`src/rtl/vga_bram_arbiter_if.sv`:
```
// Bundle between the VGA scanout, the cover-art/UI loader and BRAM port B.
// The master side drives the requests and doutb. The slave side (the arbiter) drives everything else.
interface vga_bram_arbiter_if #(
    parameter int ADDR_W = 15,
    parameter int DATA_W = 16
);
    // Handshake: vga_req has no back-pressure and is accepted on every edge where it is high.
    // ld_req stays stable until ld_gnt is seen, and a loader transfer happens on any edge with ld_req & ld_gnt.
    // Each rvalid is a 1-cycle pulse, and there is no ready signal on the return path.
    logic              vga_req;
    logic [ADDR_W-1:0] vga_addr;
    logic              vga_rvalid;
    logic [DATA_W-1:0] vga_rdata;
    logic              ld_req;
    logic              ld_we;
    logic [ADDR_W-1:0] ld_addr;
    logic [DATA_W-1:0] ld_wdata;
    logic              ld_gnt;
    logic              ld_rvalid;
    logic [DATA_W-1:0] ld_rdata;
    logic              ld_starve;
    logic [ADDR_W-1:0] addrb;
    logic              web;
    logic [DATA_W-1:0] dinb;
    logic [DATA_W-1:0] doutb;

    modport master (
        output vga_req, vga_addr, ld_req, ld_we, ld_addr, ld_wdata, doutb,
        input  vga_rvalid, vga_rdata, ld_gnt, ld_rvalid, ld_rdata, ld_starve,
               addrb, web, dinb
    );

    modport slave (
        input  vga_req, vga_addr, ld_req, ld_we, ld_addr, ld_wdata, doutb,
        output vga_rvalid, vga_rdata, ld_gnt, ld_rvalid, ld_rdata, ld_starve,
               addrb, web, dinb
    );
endinterface

```
`src/rtl/vga_bram_arbiter.sv`:
```
// Fixed-priority share of BRAM port B: VGA scanout first, then loader, with read-return tagging.
// Defining ARB_STATS_EN adds the 32-bit stat_ld_grants and stat_ld_denied counters.
module vga_bram_arbiter #(
    parameter int ADDR_W   = 15,
    parameter int DATA_W   = 16,
    parameter int RD_LAT   = 1,
    parameter int WAIT_W   = 8,
    parameter int MAX_WAIT = 200
) (
    input  logic              CLK,
    input  logic              RST_BTN,
    vga_bram_arbiter_if.slave bus
`ifdef ARB_STATS_EN
    ,
    output logic [31:0]       stat_ld_grants,
    output logic [31:0]       stat_ld_denied
`endif
);

    typedef enum logic [1:0] {
        TAG_NONE = 2'd0,
        TAG_VGA  = 2'd1,
        TAG_LD   = 2'd2
    } tag_t;

    localparam logic [WAIT_W-1:0] WAIT_SAT   = '1;
    localparam logic [31:0]       MAX_WAIT_U = 32'(MAX_WAIT);

    logic              w_vga_gnt;
    logic              w_ld_gnt;
    logic              w_ld_wait;
    tag_t              w_tag_in;
    logic [WAIT_W-1:0] w_wait_nxt;

    logic [ADDR_W-1:0] r_addrb;
    logic              r_web;
    logic [DATA_W-1:0] r_dinb;
    tag_t              r_tag [0:RD_LAT];
    logic              r_vga_rvalid;
    logic [DATA_W-1:0] r_vga_rdata;
    logic              r_ld_rvalid;
    logic [DATA_W-1:0] r_ld_rdata;
    logic [WAIT_W-1:0] r_wait;
    logic              r_starve;

    assign w_vga_gnt = bus.vga_req;
    assign w_ld_gnt  = bus.ld_req & ~bus.vga_req;
    assign w_ld_wait = bus.ld_req & bus.vga_req;

    // Only reads get a tag. Loader writes and idle cycles send TAG_NONE down the pipe.
    always_comb begin
        w_tag_in = TAG_NONE;
        if (w_vga_gnt) begin
            w_tag_in = TAG_VGA;
        end else if (w_ld_gnt && !bus.ld_we) begin
            w_tag_in = TAG_LD;
        end
    end

    always_comb begin
        w_wait_nxt = '0;
        if (w_ld_wait) begin
            w_wait_nxt = (r_wait == WAIT_SAT) ? r_wait : r_wait + WAIT_W'(1);
        end
    end

    always_ff @(posedge CLK or negedge RST_BTN) begin
        if (!RST_BTN) begin
            r_addrb      <= '0;
            r_web        <= 1'b0;
            r_dinb       <= '0;
            for (int i = 0; i <= RD_LAT; i++) begin
                r_tag[i] <= TAG_NONE;
            end
            r_vga_rvalid <= 1'b0;
            r_vga_rdata  <= '0;
            r_ld_rvalid  <= 1'b0;
            r_ld_rdata   <= '0;
            r_wait       <= '0;
            r_starve     <= 1'b0;
        end else begin
            if (w_vga_gnt) begin
                r_addrb <= bus.vga_addr;
                r_web   <= 1'b0;
            end else if (w_ld_gnt) begin
                r_addrb <= bus.ld_addr;
                r_web   <= bus.ld_we;
                r_dinb  <= bus.ld_wdata;
            end else begin
                r_web   <= 1'b0;
            end

            // The last stage lines up with doutb being valid for the read that owns it.
            r_tag[0] <= w_tag_in;
            for (int i = 1; i <= RD_LAT; i++) begin
                r_tag[i] <= r_tag[i-1];
            end
            r_vga_rvalid <= (r_tag[RD_LAT] == TAG_VGA);
            r_ld_rvalid  <= (r_tag[RD_LAT] == TAG_LD);
            if (r_tag[RD_LAT] == TAG_VGA) begin
                r_vga_rdata <= bus.doutb;
            end
            if (r_tag[RD_LAT] == TAG_LD) begin
                r_ld_rdata <= bus.doutb;
            end

            r_wait   <= w_wait_nxt;
            r_starve <= (32'(w_wait_nxt) >= MAX_WAIT_U);
        end
    end

`ifdef ARB_STATS_EN
    logic [31:0] r_stat_grants;
    logic [31:0] r_stat_denied;

    always_ff @(posedge CLK or negedge RST_BTN) begin
        if (!RST_BTN) begin
            r_stat_grants <= '0;
            r_stat_denied <= '0;
        end else begin
            if (w_ld_gnt) begin
                r_stat_grants <= r_stat_grants + 32'd1;
            end
            if (w_ld_wait) begin
                r_stat_denied <= r_stat_denied + 32'd1;
            end
        end
    end

    assign stat_ld_grants = r_stat_grants;
    assign stat_ld_denied = r_stat_denied;
`endif

    assign bus.ld_gnt     = w_ld_gnt;
    assign bus.addrb      = r_addrb;
    assign bus.web        = r_web;
    assign bus.dinb       = r_dinb;
    assign bus.vga_rvalid = r_vga_rvalid;
    assign bus.vga_rdata  = r_vga_rdata;
    assign bus.ld_rvalid  = r_ld_rvalid;
    assign bus.ld_rdata   = r_ld_rdata;
    assign bus.ld_starve  = r_starve;

endmodule

```
`src/flat_wrapper.sv`:
```
// flat-port wrapper written by rule: the top's interface ports become plain ports
module vga_bram_arbiter_flat 
#(
    parameter int ADDR_W   = 15,
    parameter int DATA_W   = 16,
    parameter int RD_LAT   = 1,
    parameter int WAIT_W   = 8,
    parameter int MAX_WAIT = 200
)
  (CLK, RST_BTN, bus_vga_req, bus_vga_addr, bus_ld_req, bus_ld_we, bus_ld_addr, bus_ld_wdata, bus_doutb, bus_vga_rvalid, bus_vga_rdata, bus_ld_gnt, bus_ld_rvalid, bus_ld_rdata, bus_ld_starve, bus_addrb, bus_web, bus_dinb);
  vga_bram_arbiter_if #(.ADDR_W(ADDR_W), .DATA_W(DATA_W)) bus_i ();
  input  logic CLK;
  input  logic RST_BTN;
  input wire logic [$bits(bus_i.vga_req)-1:0] bus_vga_req;
  input wire logic [$bits(bus_i.vga_addr)-1:0] bus_vga_addr;
  input wire logic [$bits(bus_i.ld_req)-1:0] bus_ld_req;
  input wire logic [$bits(bus_i.ld_we)-1:0] bus_ld_we;
  input wire logic [$bits(bus_i.ld_addr)-1:0] bus_ld_addr;
  input wire logic [$bits(bus_i.ld_wdata)-1:0] bus_ld_wdata;
  input wire logic [$bits(bus_i.doutb)-1:0] bus_doutb;
  output wire logic [$bits(bus_i.vga_rvalid)-1:0] bus_vga_rvalid;
  output wire logic [$bits(bus_i.vga_rdata)-1:0] bus_vga_rdata;
  output wire logic [$bits(bus_i.ld_gnt)-1:0] bus_ld_gnt;
  output wire logic [$bits(bus_i.ld_rvalid)-1:0] bus_ld_rvalid;
  output wire logic [$bits(bus_i.ld_rdata)-1:0] bus_ld_rdata;
  output wire logic [$bits(bus_i.ld_starve)-1:0] bus_ld_starve;
  output wire logic [$bits(bus_i.addrb)-1:0] bus_addrb;
  output wire logic [$bits(bus_i.web)-1:0] bus_web;
  output wire logic [$bits(bus_i.dinb)-1:0] bus_dinb;
  assign bus_i.vga_req = bus_vga_req;
  assign bus_i.vga_addr = bus_vga_addr;
  assign bus_i.ld_req = bus_ld_req;
  assign bus_i.ld_we = bus_ld_we;
  assign bus_i.ld_addr = bus_ld_addr;
  assign bus_i.ld_wdata = bus_ld_wdata;
  assign bus_i.doutb = bus_doutb;
  assign bus_vga_rvalid = bus_i.vga_rvalid;
  assign bus_vga_rdata = bus_i.vga_rdata;
  assign bus_ld_gnt = bus_i.ld_gnt;
  assign bus_ld_rvalid = bus_i.ld_rvalid;
  assign bus_ld_rdata = bus_i.ld_rdata;
  assign bus_ld_starve = bus_i.ld_starve;
  assign bus_addrb = bus_i.addrb;
  assign bus_web = bus_i.web;
  assign bus_dinb = bus_i.dinb;
  vga_bram_arbiter #(.ADDR_W(ADDR_W), .DATA_W(DATA_W), .RD_LAT(RD_LAT), .WAIT_W(WAIT_W), .MAX_WAIT(MAX_WAIT)) u_core (.CLK(CLK), .RST_BTN(RST_BTN), .bus(bus_i));
endmodule
```
`config.mk`:
```
export PLATFORM = sky130hd
export DESIGN_NAME = vga_bram_arbiter_flat
export DESIGN_NICKNAME = d
export VERILOG_FILES = /design/src/rtl/vga_bram_arbiter_if.sv /design/src/rtl/vga_bram_arbiter.sv /design/src/flat_wrapper.sv
export SDC_FILE = /design/constraint.sdc
export NUM_CORES = 1
export LEC_CHECK = 0
export ABC_AREA = 1
export BUFFER_PORTS_ARGS = -buffer_cell sky130_fd_sc_hd__buf_2
export CORE_UTILIZATION = 35
export CTS_CLUSTER_DIAMETER = 80
export DETAILED_ROUTE_END_ITERATION = 8
export PLACE_DENSITY_LB_ADDON = 0.15
export SETUP_SLACK_MARGIN = 0.15
export SLEW_MARGIN = 10
export SYNTH_ARGS = -nofsm -noshare
export SYNTH_HDL_FRONTEND = slang
export SYNTH_SLANG_ARGS = --single-unit
```
`constraint.sdc`:
```
create_clock -name CLK -period 4 [get_ports CLK]
set_input_delay 0.2 -clock CLK [delete_from_list [all_inputs] [get_ports CLK]]
set_output_delay 0.2 -clock CLK [all_outputs]
set_load 0.02 [all_outputs]
```
# After elaboration in Yosys (flattened, before gate mapping)
# Cells that the tools add are included.
# op_classes
add_sub_neg,1
order_cmp,1
n_eq_ne,3
mux,8
bitwise_logic,3
reduce_logical,4
# op_table
op,count
$mux 15,2
$mux 8,2
$add 8x1->8 const B,1
$eq 8x8->1 const B,1
$ge 8x8->1 const B,1
$mux 2,2
$and 1x1->1,2
$eq 2x1->1 const B,1
$eq 2x2->1 const B,1
$mux 1,2
$reduce_and 2->1,1
$reduce_bool 2->1,1
$logic_and 1x1->1,1
$logic_not 1->1,1
$not 1->1,1
# word_totals
register_bits,79
in_bits,67
output_inout_bits,68
elab_cells,31

# Longest topological paths before layout
# depth
word_depth,5
depth_mapped,9
mapped_depth_nobuf,9

# Least setup slack after synthesis
# Ideal clock, no wire load.
# synth_timing
kind,flip-flop to flip-flop
start,register u_core.r_wait[0]
end,"register u_core.r_starve, in the netlist u_core.bus.ld_starve"
setup_time_ns,0.116
arrival_time_ns,1.183
required_ns,3.884
setup_slack_ns,2.702
path_stages_with_launch,10
n_path_buf,0
synth_period_minus_slack_ns,1.298
cell_sequence,dfrtp_1 > ha_1 > nand2_2 > nor2_4 > nand2_4 > nand3_1 > nand2_1 > nand2_1 > nor2_2 > nor2_2
# synth_between
elab_chain_len,4
elab_cells_between_ends,5
# synth_lines
element,line,source
start: declaration,vga_bram_arbiter.sv:43,logic [WAIT_W-1:0] r_wait;
start signal: assignment,vga_bram_arbiter.sv:107,r_wait <= w_wait_nxt;
$add 8x1->8 / $eq 8x8->1 (equally long branches),vga_bram_arbiter.sv:63,w_wait_nxt = (r_wait == WAIT_SAT) ? r_wait : r_wait + WAIT_W'(1);
$mux 8 *,vga_bram_arbiter.sv:63,
$mux 8 *,vga_bram_arbiter.sv:62,if (w_ld_wait) begin
$ge 8x8->1 *,vga_bram_arbiter.sv:108,r_starve <= (32'(w_wait_nxt) >= MAX_WAIT_U);
end signal: assignment,vga_bram_arbiter.sv:108,
end: declaration,vga_bram_arbiter.sv:44,logic r_starve;
# Every way passes the cells marked *; elsewhere a longest branch is shown, timed or not.
# A chain may end at the register's enable or synchronous reset.

# Final worst setup path
# layout_timing
start,input bus_vga_req
end,output bus_ld_gnt
# layout_between
elab_chain_len,2
# layout_lines
element,line,source
start: declaration,flat_wrapper.sv:14,input wire logic [$bits(bus_i.vga_req)-1:0] bus_vga_req;
$not 1->1 (no source line),-,
$and 1x1->1,vga_bram_arbiter.sv:47,assign w_ld_gnt = bus.ld_req & ~bus.vga_req;
end: declaration,flat_wrapper.sv:23,output wire logic [$bits(bus_i.ld_gnt)-1:0] bus_ld_gnt;
# No other way between the ends.

==> metrics.md <==
| Metric | Value |
|---|---|
| First-pass GRT wire length | 11.76 mm |
| CTS Root Cell | clkbuf_8 |
| Site row count | 34 |
| Sink Count | a little under 80 |
| CTS Buf Count | 9 |
| GRT busiest layer | met2 |
| Worst path depth | 3 |
| Post-layout nets | 552 |
| Vias in the first global route | 2613 |
| Critical path arrival | ~1400 ps |
| Part of the Yosys area used for sequential elements | 62.50% |
| Clock Power Share | between 20% and 30% |
| Buffers on Ports | ~130 |
| Final period util | 39.05% |
| Crit start category | input port |
| Critical path's slowest cell | nor2_4 |
| FF+latch count, synth | 79 |
| CP endpoint kind | output pin |
| Worst skew pair latency | between 300 and 400 ps |
| Maxcap violations | 0 |
| Util after Layout | 47.07% |
| Initial antenna violation count | 0 |
| H-tree levels | 3 |
| Sw Share | 31.67% |
| Ant. Diodes | 0 |
| Register Area | 1977 um2 |
| Worst Path Buf+Inv | 2 |
| Most frequent CP cell | buf_2 |
| Initial core utilization | 36.27% |
| Most frequent cells in the layout | nand2_1, buf_2, dfrtp_1 |
| Share of layout cells above drive strength 1 | 33.54% |
| Met2 global-route usage | about a quarter |
| Io pins | 135 |
| R2R cell count | 3 |
| CP Class | in2out |
| Total core area | 8721 um2 |
| CP Max Fanout | 33 |
| Mapped Area | 3163 um2 |
| Pleak | 0.002303 uW |
| Maximum VDD drop | 0.1643 mV |
| CTS tree | done |
| Final Slew Violations | 0 |
| Die W | 97.07 um |
| Placed cell area | 3913 um2 |
| Synthesized area per cell | 9.011 um2 |
| Slew headroom | approximately a third |
| Met3 usage | about 3.7% |
| Total Wirelength | approximately 7 mm |
| Reg clk slew, reported paths | 90 ps |
| Drt wl/cell | 11.92 um |
| P&R area growth vs syn | 29.79% |
| Filler instances | 868 |
| DR vias | 2692 |
| Yosys cell types | 21 |
| Total power per unit cell area | 448.7 nW/um2 |
| YS warnings | 0 |
| Worst path cell trace | buf_2 > nor2_4 > buf_2 |
| Design area | 4105 um2 |
| Largest net degree at the start of global routing | 80 |
| GRT Total Usage | 15.57% |
| Logic pwr share | 19.6% |
| Hold Path Class | in2async |
| CTS Buffer Depth | 2 |
| Met1 Usage GRT | between 20% and 30% |
| Drt drc | 0 |
| Most common cell after layout, fill and taps aside | nand2_1 |
| Slew @ Worst Pin | 992.7 ps |
| Endpoints failing hold | 0 |
| Cell count after synthesis | 351 |
| CP peak stage delay | 620 ps |
| RSZ-0062 raised after global routing | no |
| DRT iter0 DRCs | 98 |
| Run status | finished, final reports clean |
| Global placer's final weighted congestion | around 0.74 |
| Setup violators final | 0 |
| Internal power | 1259 uW |
| Net count after synthesis | 419 |
| Multi-input logic area | 996.0 um2 |
| Setup TNS | 0 ps |
| Grt total ovfl | 0 |
| Sequential Power Share | between 50% and 60% |
| PnR Total Power | between 1500 and 2000 uW |
| PostCTS Resize Cnt | 0 |
| Top delay family on crit path | simple AND/OR/NAND/NOR gates |
| Fmax | 640.2 MHz |
| DP HPWL | 4.952 mm |
| DIE AREA | between 9000 and 10000 um2 |
| Pre-Repair DR Iteration Count | 4 |
| Routed Antenna Nets | 0 |
| Worst Clk Skew | 9.397 ps |
| Drt via density | 4.509 |
| Post-CTS Setup Bufs | 0 |
| P_sw | about 580 uW |
| Fin crit period | 1562 ps |
| Required time of the critical path | 3800 ps |
| Die height | 97.07 um |
-- through the flow --
stage	worst slack, ps	hold slack, ps	cells
2_1_floorplan	2702	-95.59	351
5_1_grt	2314	34.38	597
3_5_place_dp	2307	340.2	580
3_3_place_gp	2318	333.1	580
4_1_cts	2443	24.19	597
6_report	2438	10.94	597
-- what timing repair did --
item,CTS,global route
hold buffers,1,0
setup endpoints to repair,0,0
hold endpoints to repair,1,0
-- metal layers --
metal	vias up	share of wire [%]	wire, um
li1	1352	-	-
met4	0	2.3	165
met5	-	0	0
met1	1234	47	3366
met2	91	45	3174
met3	15	5.8	411
-- cell families after synthesis --
family / after synthesis / share of synthesized area, %
flip-flops: 79 / 62.50
adder cells (fa/ha/maj): 1 / 0.3955
AND/OR/NAND/NOR: 182 / 24.25
buffers and inverters: 48 / 6.013
AO/OA/AOI/OAI: 41 / 6.843
-- cell usage after synthesis --
library cell	instances	area share [%]
a21oi_1	2	0.32
nor2_4	4	1.4
buf_2	5	0.79
inv_2	3	0.36
nor2_1	8	0.95
nand2_1	140	17
o211ai_1	2	0.47
o21ai_0	34	5.4
o21bai_1	1	0.24
nand2_2	3	0.59
inv_1	32	3.8
buf_4	1	0.24
o21a_1	1	0.24
dfrtp_1	79	63
clkbuf_1	7	0.83
a31oi_1	1	0.20
ha_1	1	0.40
nand4_1	1	0.20
nand2_4	1	0.36
nor2_2	4	0.79
nand3_1	21	3.3
-- layout make-up --
type,count,area share [%]
clock buffer,11,3.444
clock inverter,5,1.006
inverter,35,3.200
multi-input combinational,224,24.26
sequential,79,48.16
tap,108,3.292
timing repair buffer,135,16.64
-- worst reg2reg max path: cells and delay by family, from the launching register on --
kind            cells  cell delay, ps
buf+inv             1              70
simple gates        1             530
compound gates      1             410
flops               1             370
-- registers in the layout, indices dropped and copies added, names as in the netlist --
name,flops
u_core.bus.dinb,16
u_core.bus.ld_rdata,16
u_core.bus.vga_rdata,16
u_core.bus.addrb,15
u_core.r_wait,8
u_core.r_tag,4
u_core.bus.ld_rvalid,1
u_core.bus.ld_starve,1
u_core.bus.vga_rvalid,1
u_core.bus.web,1
-- path summary, 6_finish.rpt --
kind / from / endpoint / slack (ps)
worst max-delay path: bus_vga_req / bus_ld_gnt / 2440
worst min-delay path: RST_BTN / u_core.bus.dinb[2] / 10
worst max register to register: u_core.r_tag[1] / u_core.bus.vga_rdata[4] / 2520
worst min register to register: u_core.r_tag[2] / u_core.r_tag[0] / 360
max in group asynchronous: RST_BTN / u_core.bus.vga_rvalid / 3350
min in group CLK: bus_ld_wdata[15] / u_core.bus.dinb[15] / 40
-- power by group through the flow --
stage | clock (uW) | combinational [uW] | sequential, uW
finish | 547 | 361 | 934
global route | 602 | 397 | 946
CTS | 577 | 367 | 934
detailed placement | 0 | 367 | 949
global placement | 0 | 362 | 948
floorplan | 0 | 92.7 | 1060
No activity file was read; power rests on OpenSTA's default activity.
